--- src/rtl/controlador_elevador.sv ---
// controlador_elevador
// Motion controller for the elevator car. Moves the car one floor per trip
// under SCAN scheduling: keeps the current direction while requests remain
// ahead, stops at requested floors, holds the door open for a fixed time and
// pulses a one-cycle clear of the served floor back to the request register.
//
// Parameters:
//   T_ANDAR  cycles of motor drive per floor (>= 1)
//   T_PORTA  cycles the door stays open (>= 1)
// Ports:
//   clk           system clock, rising edge
//   rst_n         asynchronous active-low reset
//   botao[15:0]   pending requests, bit i = floor i requested
//   subida        some request above the current floor (derived from andar)
//   descida       some request below the current floor (derived from andar)
//   andar[3:0]    current floor, registered, fed back to the detectors
//   motor_sobe    drive car up
//   motor_desce   drive car down
//   porta_aberta  door open
//   limpa[15:0]   one-hot, one-cycle clear of the served floor's request
module controlador_elevador #(
    parameter int T_ANDAR = 8,
    parameter int T_PORTA = 16
) (
    input  logic        clk,
    input  logic        rst_n,
    input  logic [15:0] botao,
    input  logic        subida,
    input  logic        descida,
    output logic [3:0]  andar,
    output logic        motor_sobe,
    output logic        motor_desce,
    output logic        porta_aberta,
    output logic [15:0] limpa
);

    localparam int T_MAX = (T_ANDAR > T_PORTA) ? T_ANDAR : T_PORTA;
    localparam int CW    = (T_MAX > 1) ? $clog2(T_MAX) : 1;

    localparam logic [CW-1:0] CARGA_ANDAR = CW'(T_ANDAR - 1);
    localparam logic [CW-1:0] CARGA_PORTA = CW'(T_PORTA - 1);
    localparam logic [CW-1:0] CNT_ZERO    = CW'(0);
    localparam logic [CW-1:0] CNT_UM      = CW'(1);

    typedef enum logic [1:0] {
        PARADO   = 2'd0,
        SUBINDO  = 2'd1,
        DESCENDO = 2'd2,
        PORTA    = 2'd3
    } estado_t;

    typedef enum logic {
        DIR_DESCE = 1'b0,
        DIR_SOBE  = 1'b1
    } dir_t;

    estado_t        estado_r;
    estado_t        estado_s;
    dir_t           dir_r;
    dir_t           dir_s;
    logic [3:0]     andar_r;
    logic [3:0]     andar_s;
    logic [CW-1:0]  cnt_r;
    logic [CW-1:0]  cnt_s;
    logic [15:0]    limpa_r;
    logic [15:0]    limpa_s;
    logic           motor_sobe_r;
    logic           motor_desce_r;
    logic           porta_r;

    logic           pedido_aqui_s;
    logic           sobe_ok_s;
    logic           desce_ok_s;
    logic [15:0]    um_quente_s;

    // One-hot decode of a floor number into the request-clear vector.
    function automatic logic [15:0] decod_andar(input logic [3:0] a);
        decod_andar = 16'd1 << a;
    endfunction

    // Request at the current floor, and move permissions with the floor
    // saturated at both ends so a stuck-high flag can never wrap andar.
    always_comb begin
        pedido_aqui_s = botao[andar_r];
        sobe_ok_s     = subida  && (andar_r != 4'd15);
        desce_ok_s    = descida && (andar_r != 4'd0);
        um_quente_s   = decod_andar(andar_r);
    end

    // Next-state, direction, floor, counter and clear-pulse decision.
    always_comb begin
        estado_s = estado_r;
        dir_s    = dir_r;
        andar_s  = andar_r;
        cnt_s    = cnt_r;
        limpa_s  = 16'd0;
        case (estado_r)
            PARADO: begin
                if (pedido_aqui_s) begin
                    estado_s = PORTA;
                    cnt_s    = CARGA_PORTA;
                    limpa_s  = um_quente_s;
                end else if ((dir_r == DIR_SOBE) && sobe_ok_s) begin
                    estado_s = SUBINDO;
                    cnt_s    = CARGA_ANDAR;
                end else if ((dir_r == DIR_DESCE) && desce_ok_s) begin
                    estado_s = DESCENDO;
                    cnt_s    = CARGA_ANDAR;
                end else if (sobe_ok_s) begin
                    estado_s = SUBINDO;
                    cnt_s    = CARGA_ANDAR;
                    dir_s    = DIR_SOBE;
                end else if (desce_ok_s) begin
                    estado_s = DESCENDO;
                    cnt_s    = CARGA_ANDAR;
                    dir_s    = DIR_DESCE;
                end else begin
                    estado_s = PARADO;
                end
            end
            SUBINDO: begin
                // The trip always completes; botao is ignored while moving.
                if (cnt_r == CNT_ZERO) begin
                    estado_s = PARADO;
                    andar_s  = andar_r + 4'd1;
                end else begin
                    cnt_s = cnt_r - CNT_UM;
                end
            end
            DESCENDO: begin
                if (cnt_r == CNT_ZERO) begin
                    estado_s = PARADO;
                    andar_s  = andar_r - 4'd1;
                end else begin
                    cnt_s = cnt_r - CNT_UM;
                end
            end
            PORTA: begin
                // While limpa is high the request register has not yet
                // dropped this floor's bit, so a still-set bit in that cycle
                // is the request just served, not a new press.
                if (pedido_aqui_s && (limpa_r == 16'd0)) begin
                    cnt_s   = CARGA_PORTA;
                    limpa_s = um_quente_s;
                end else if (cnt_r == CNT_ZERO) begin
                    estado_s = PARADO;
                end else begin
                    cnt_s = cnt_r - CNT_UM;
                end
            end
            default: begin
                estado_s = PARADO;
                cnt_s    = CNT_ZERO;
            end
        endcase
    end

    // State, direction, floor, counter and registered outputs.
    always_ff @(posedge clk or negedge rst_n) begin
        if (!rst_n) begin
            estado_r      <= PARADO;
            dir_r         <= DIR_SOBE;
            andar_r       <= 4'd0;
            cnt_r         <= CNT_ZERO;
            limpa_r       <= 16'd0;
            motor_sobe_r  <= 1'b0;
            motor_desce_r <= 1'b0;
            porta_r       <= 1'b0;
        end else begin
            estado_r      <= estado_s;
            dir_r         <= dir_s;
            andar_r       <= andar_s;
            cnt_r         <= cnt_s;
            limpa_r       <= limpa_s;
            motor_sobe_r  <= (estado_s == SUBINDO);
            motor_desce_r <= (estado_s == DESCENDO);
            porta_r       <= (estado_s == PORTA);
        end
    end

    assign andar        = andar_r;
    assign motor_sobe   = motor_sobe_r;
    assign motor_desce  = motor_desce_r;
    assign porta_aberta = porta_r;
    assign limpa        = limpa_r;

endmodule

--- config.mk ---
export PLATFORM = sky130hd
export DESIGN_NAME = controlador_elevador
export DESIGN_NICKNAME = d
export VERILOG_FILES = /design/src/rtl/controlador_elevador.sv
export SDC_FILE = /design/constraint.sdc
export NUM_CORES = 1
export LEC_CHECK = 0
export CAP_MARGIN = 5
export CORE_ASPECT_RATIO = 1.2
export CORE_MARGIN = 2
export CORE_UTILIZATION = 45
export DETAILED_ROUTE_END_ITERATION = 6
export PLACE_DENSITY = 0.79
export SETUP_SLACK_MARGIN = 0.05
export SLEW_MARGIN = 20
export SYNTH_ARGS = -nofsm -noshare
export SYNTH_HDL_FRONTEND = slang
export SYNTH_SLANG_ARGS = --single-unit
--- constraint.sdc ---
create_clock -name clk -period 5.3 [get_ports clk]
set_input_delay 0.53 -clock clk [delete_from_list [all_inputs] [get_ports clk]]
set_output_delay 0.53 -clock clk [all_outputs]
set_load 0.005 [all_outputs]
==> results.json <==
{
  "die_area_sq_mm": 0.00427,
  "fin_crit_sh_pct": 48.7,
  "cp_data_required_time_ns": 5.50,
  "power_frac_comb_pct": 53.7,
  "met1_usage_pct": 24.6,
  "max_slew_margin_pct": 52.3,
  "antenna_cells": 0,
  "syn-cell-area_sq_mm": 0.00169,
  "post_cts_resize_count": 0,
  "path_clk_slew_ns": 0.07,
  "setup_viol": 0,
  "cp-end-kind": "flop",
  "syn2layout_area_growth_pct": 32.6,
  "grt_pass1_vias": 1429,
  "switchingPower_w": 0.000500,
  "finalPower_w": 0.00119,
  "drive_gt1_share_pct": 10.6,
  "viasPerCell": 5.46,
  "use_met3_pct": 4.02,
  "tightestPinTransition_ns": 0.709,
  "cp-start-kind": "flop",
  "vias": 1420,
  "power.share.switching_pct": 41.9,
  "io_buffers": 42,
  "postRouteAntennaNets": 0,
  "final_nets": 235,
  "min_period_ns": 2.58,
  "vdd_drop_max_mv": 0.275,
  "synth_enable_flop_cells": 0,
  "cp_max_fo": 18,
  "fmax_mhz": 388,
  "postCtsHoldBufs": 0,
  "async_reset_ff_share_pct": 100,
  "p_int_w": 0.000694,
  "yosys_most_used_dff": "dfrtp_1",
  "drc": 0,
  "clockBufferDepth": 2,
  "setup_tns_ns": 0,
  "h-tree-depth": 2,
  "core_sq_mm": 0.00363,
  "cts_made_buffers": 5,
  "syn_nets": 189,
  "postCtsSetupRepairBufs": 0,
  "avgSynthCellArea_sq_um": 10.5,
  "antenna_found_initial": 0,
  "grt_pass1_wl_um": 6310,
  "cts_tree": "yes",
  "synth_seq_area_share_pct": 44.5,
  "grt_max_degree": 31,
  "hpwl_um": 2790,
  "clock-sinks": 30,
  "arrival_ns": 2.78,
  "hp-class": "reg -> reg",
  "io_pins": 43,
  "grt_remaining_overflow": 0,
  "drv_cap": 0,
  "grt_usage_pct": 19.1,
  "crit_type": "reg -> reg",
  "p_leak_nw": 0.976,
  "fin_worst_skew_ns": 0.0107,
  "drt_first_pass_iters": 4,
  "grt_most_used_layer": "met2",
  "die_y_um": 71.2,
  "slew_viol_final": 0,
  "clk_latency_ns": 0.27,
  "wire_per_inst_um": 14.3,
  "gp_congestion": 0.868,
  "report.final.hold_viol_count": 0,
  "pwr-share-clk_pct": 15.7,
  "row_count": 24,
  "first_iter_violations": 64,
  "ys_warn_count": 0,
  "status": "complete, no violations",
  "seqPwrFrac_pct": 30.6,
  "rsz0062_at_grt": "no",
  "power_density_mw_per_mm2": 533,
  "die_w_um": 60.0,
  "initial_core_util_pct": 46.6,
  "yosys.cell_types.count": 46,
  "root_buffer": "clkbuf_8",
  "ys_seq_elements": 30,
  "grt_use_met2_pct": 31.6,
  "synth_cells": 161,
  "wl_um": 3720
}
-- final cells by class --
class	count	area, sq um
fillers	289	1390
multi-input cells	115	862
flip-flops and latches	30	752
repair buffers	43	428
clock buffers	7	86.3
well taps	52	65.1
inverters	12	45.0
clock inverters	1	5.00
-- path summary, 6_finish.rpt --
path,startpoint,end,slack [ns],depth (start not counted)
worst max-delay path,andar[0],limpa[14],2.72,5
worst min-delay path,dir_r,dir_r,0.52,2
worst max register to register,andar[0],limpa[14],2.72,5
worst min register to register,dir_r,dir_r,0.52,2
max in group asynchronous,rst_n,dir_r,4.36,2
min in group asynchronous,rst_n,limpa[11],0.63,2
-- power groups by stage --
stage                     clock network [W]  logic, W  registers [W]
after CTS                          0.000188  0.000636       0.000366
after global routing               0.000200  0.000714       0.000374
after global placement                    0  0.000600       0.000363
final                              0.000188  0.000641       0.000366
after detailed placement                  0  0.000634       0.000367
after floorplan                           0  0.000498       0.000339
-- cell usage in the layout, fill, tap and decap left out, drive strengths merged, types with 3 or more instances in the layout --
cell	n
nor2	6
nand4	3
mux4	3
a21oi	5
nor2b	5
clkdlybuf4s50	42
and2	12
clkbuf	7
nor4	8
inv	12
nand2	13
nor3	3
o21ai	9
dfrtp	29
a22o	3
ha	7
a31oi	4
-- per-stage QoR --
| step | setup WS [ns] | utilization (%) | hold slack (ns) | cell area, sq um | std cells |
|---|---|---|---|---|---|
| after floorplan | 3.11 | - | 0.234 | 1690 | 161 |
| after global placement | 2.65 | 59.2 | 0.487 | 2150 | 252 |
| after detailed placement | 2.50 | 59.2 | 0.501 | 2150 | 252 |
| after CTS | 2.70 | 61.7 | 0.524 | 2240 | 260 |
| after global routing | 2.54 | 61.7 | 0.541 | 2240 | 260 |
| final | 2.72 | 61.7 | 0.524 | 2240 | 260 |
-- routing by layer --
metal	vias up	wire [um]
met1	683	1620
met3	6	188
met5	-	0
met2	53	1870
li1	678	-
met4	0	40
-- synthesized netlist by cell type, drive strengths merged, types with 3 or more instances --
| library cell | number | share of area [%] |
|---|---|---|
| a21oi | 5 | 1.5 |
| a22o | 3 | 1.6 |
| a31oi | 4 | 1.5 |
| and2 | 12 | 4.4 |
| buf | 4 | 1.9 |
| dfrtp | 29 | 43 |
| ha | 7 | 5.2 |
| inv | 12 | 2.7 |
| mux4 | 3 | 4.2 |
| nand2 | 13 | 2.9 |
| nand4 | 3 | 1.1 |
| nor2 | 6 | 1.3 |
| nor2b | 5 | 1.8 |
| nor3 | 3 | 0.89 |
| nor4 | 8 | 3.0 |
| o21ai | 9 | 2.9 |
-- cells by family after synthesis --
group	count (synthesis)	synth area share, %
adders and majority gates	8	6.36
AOI/OAI and AO/OA	38	16.9
buffers and inverters	16	4.59
muxes	6	6.29
xor gates and xnor gates	3	1.55
DFF	30	44.5
and+or+nand+nor	60	19.8
-- worst max-delay path, cell delays in order, from the launching register on --
cell,delay [ns]
dfrtp_1,0.63
nor2_1,0.18
a221oi_1,0.54
a22oi_4,0.23
nor4_1,0.68
and2_1,0.23
-- flip-flops by register name, summed over array words and instances, names as in the netlist --
register	cells
cnt_r	4
limpa	16
dir_r	1
motor_desce	1
motor_sobe	1
porta_aberta	1
estado_r	2
andar	4
Power figures use the tool's default switching activity.
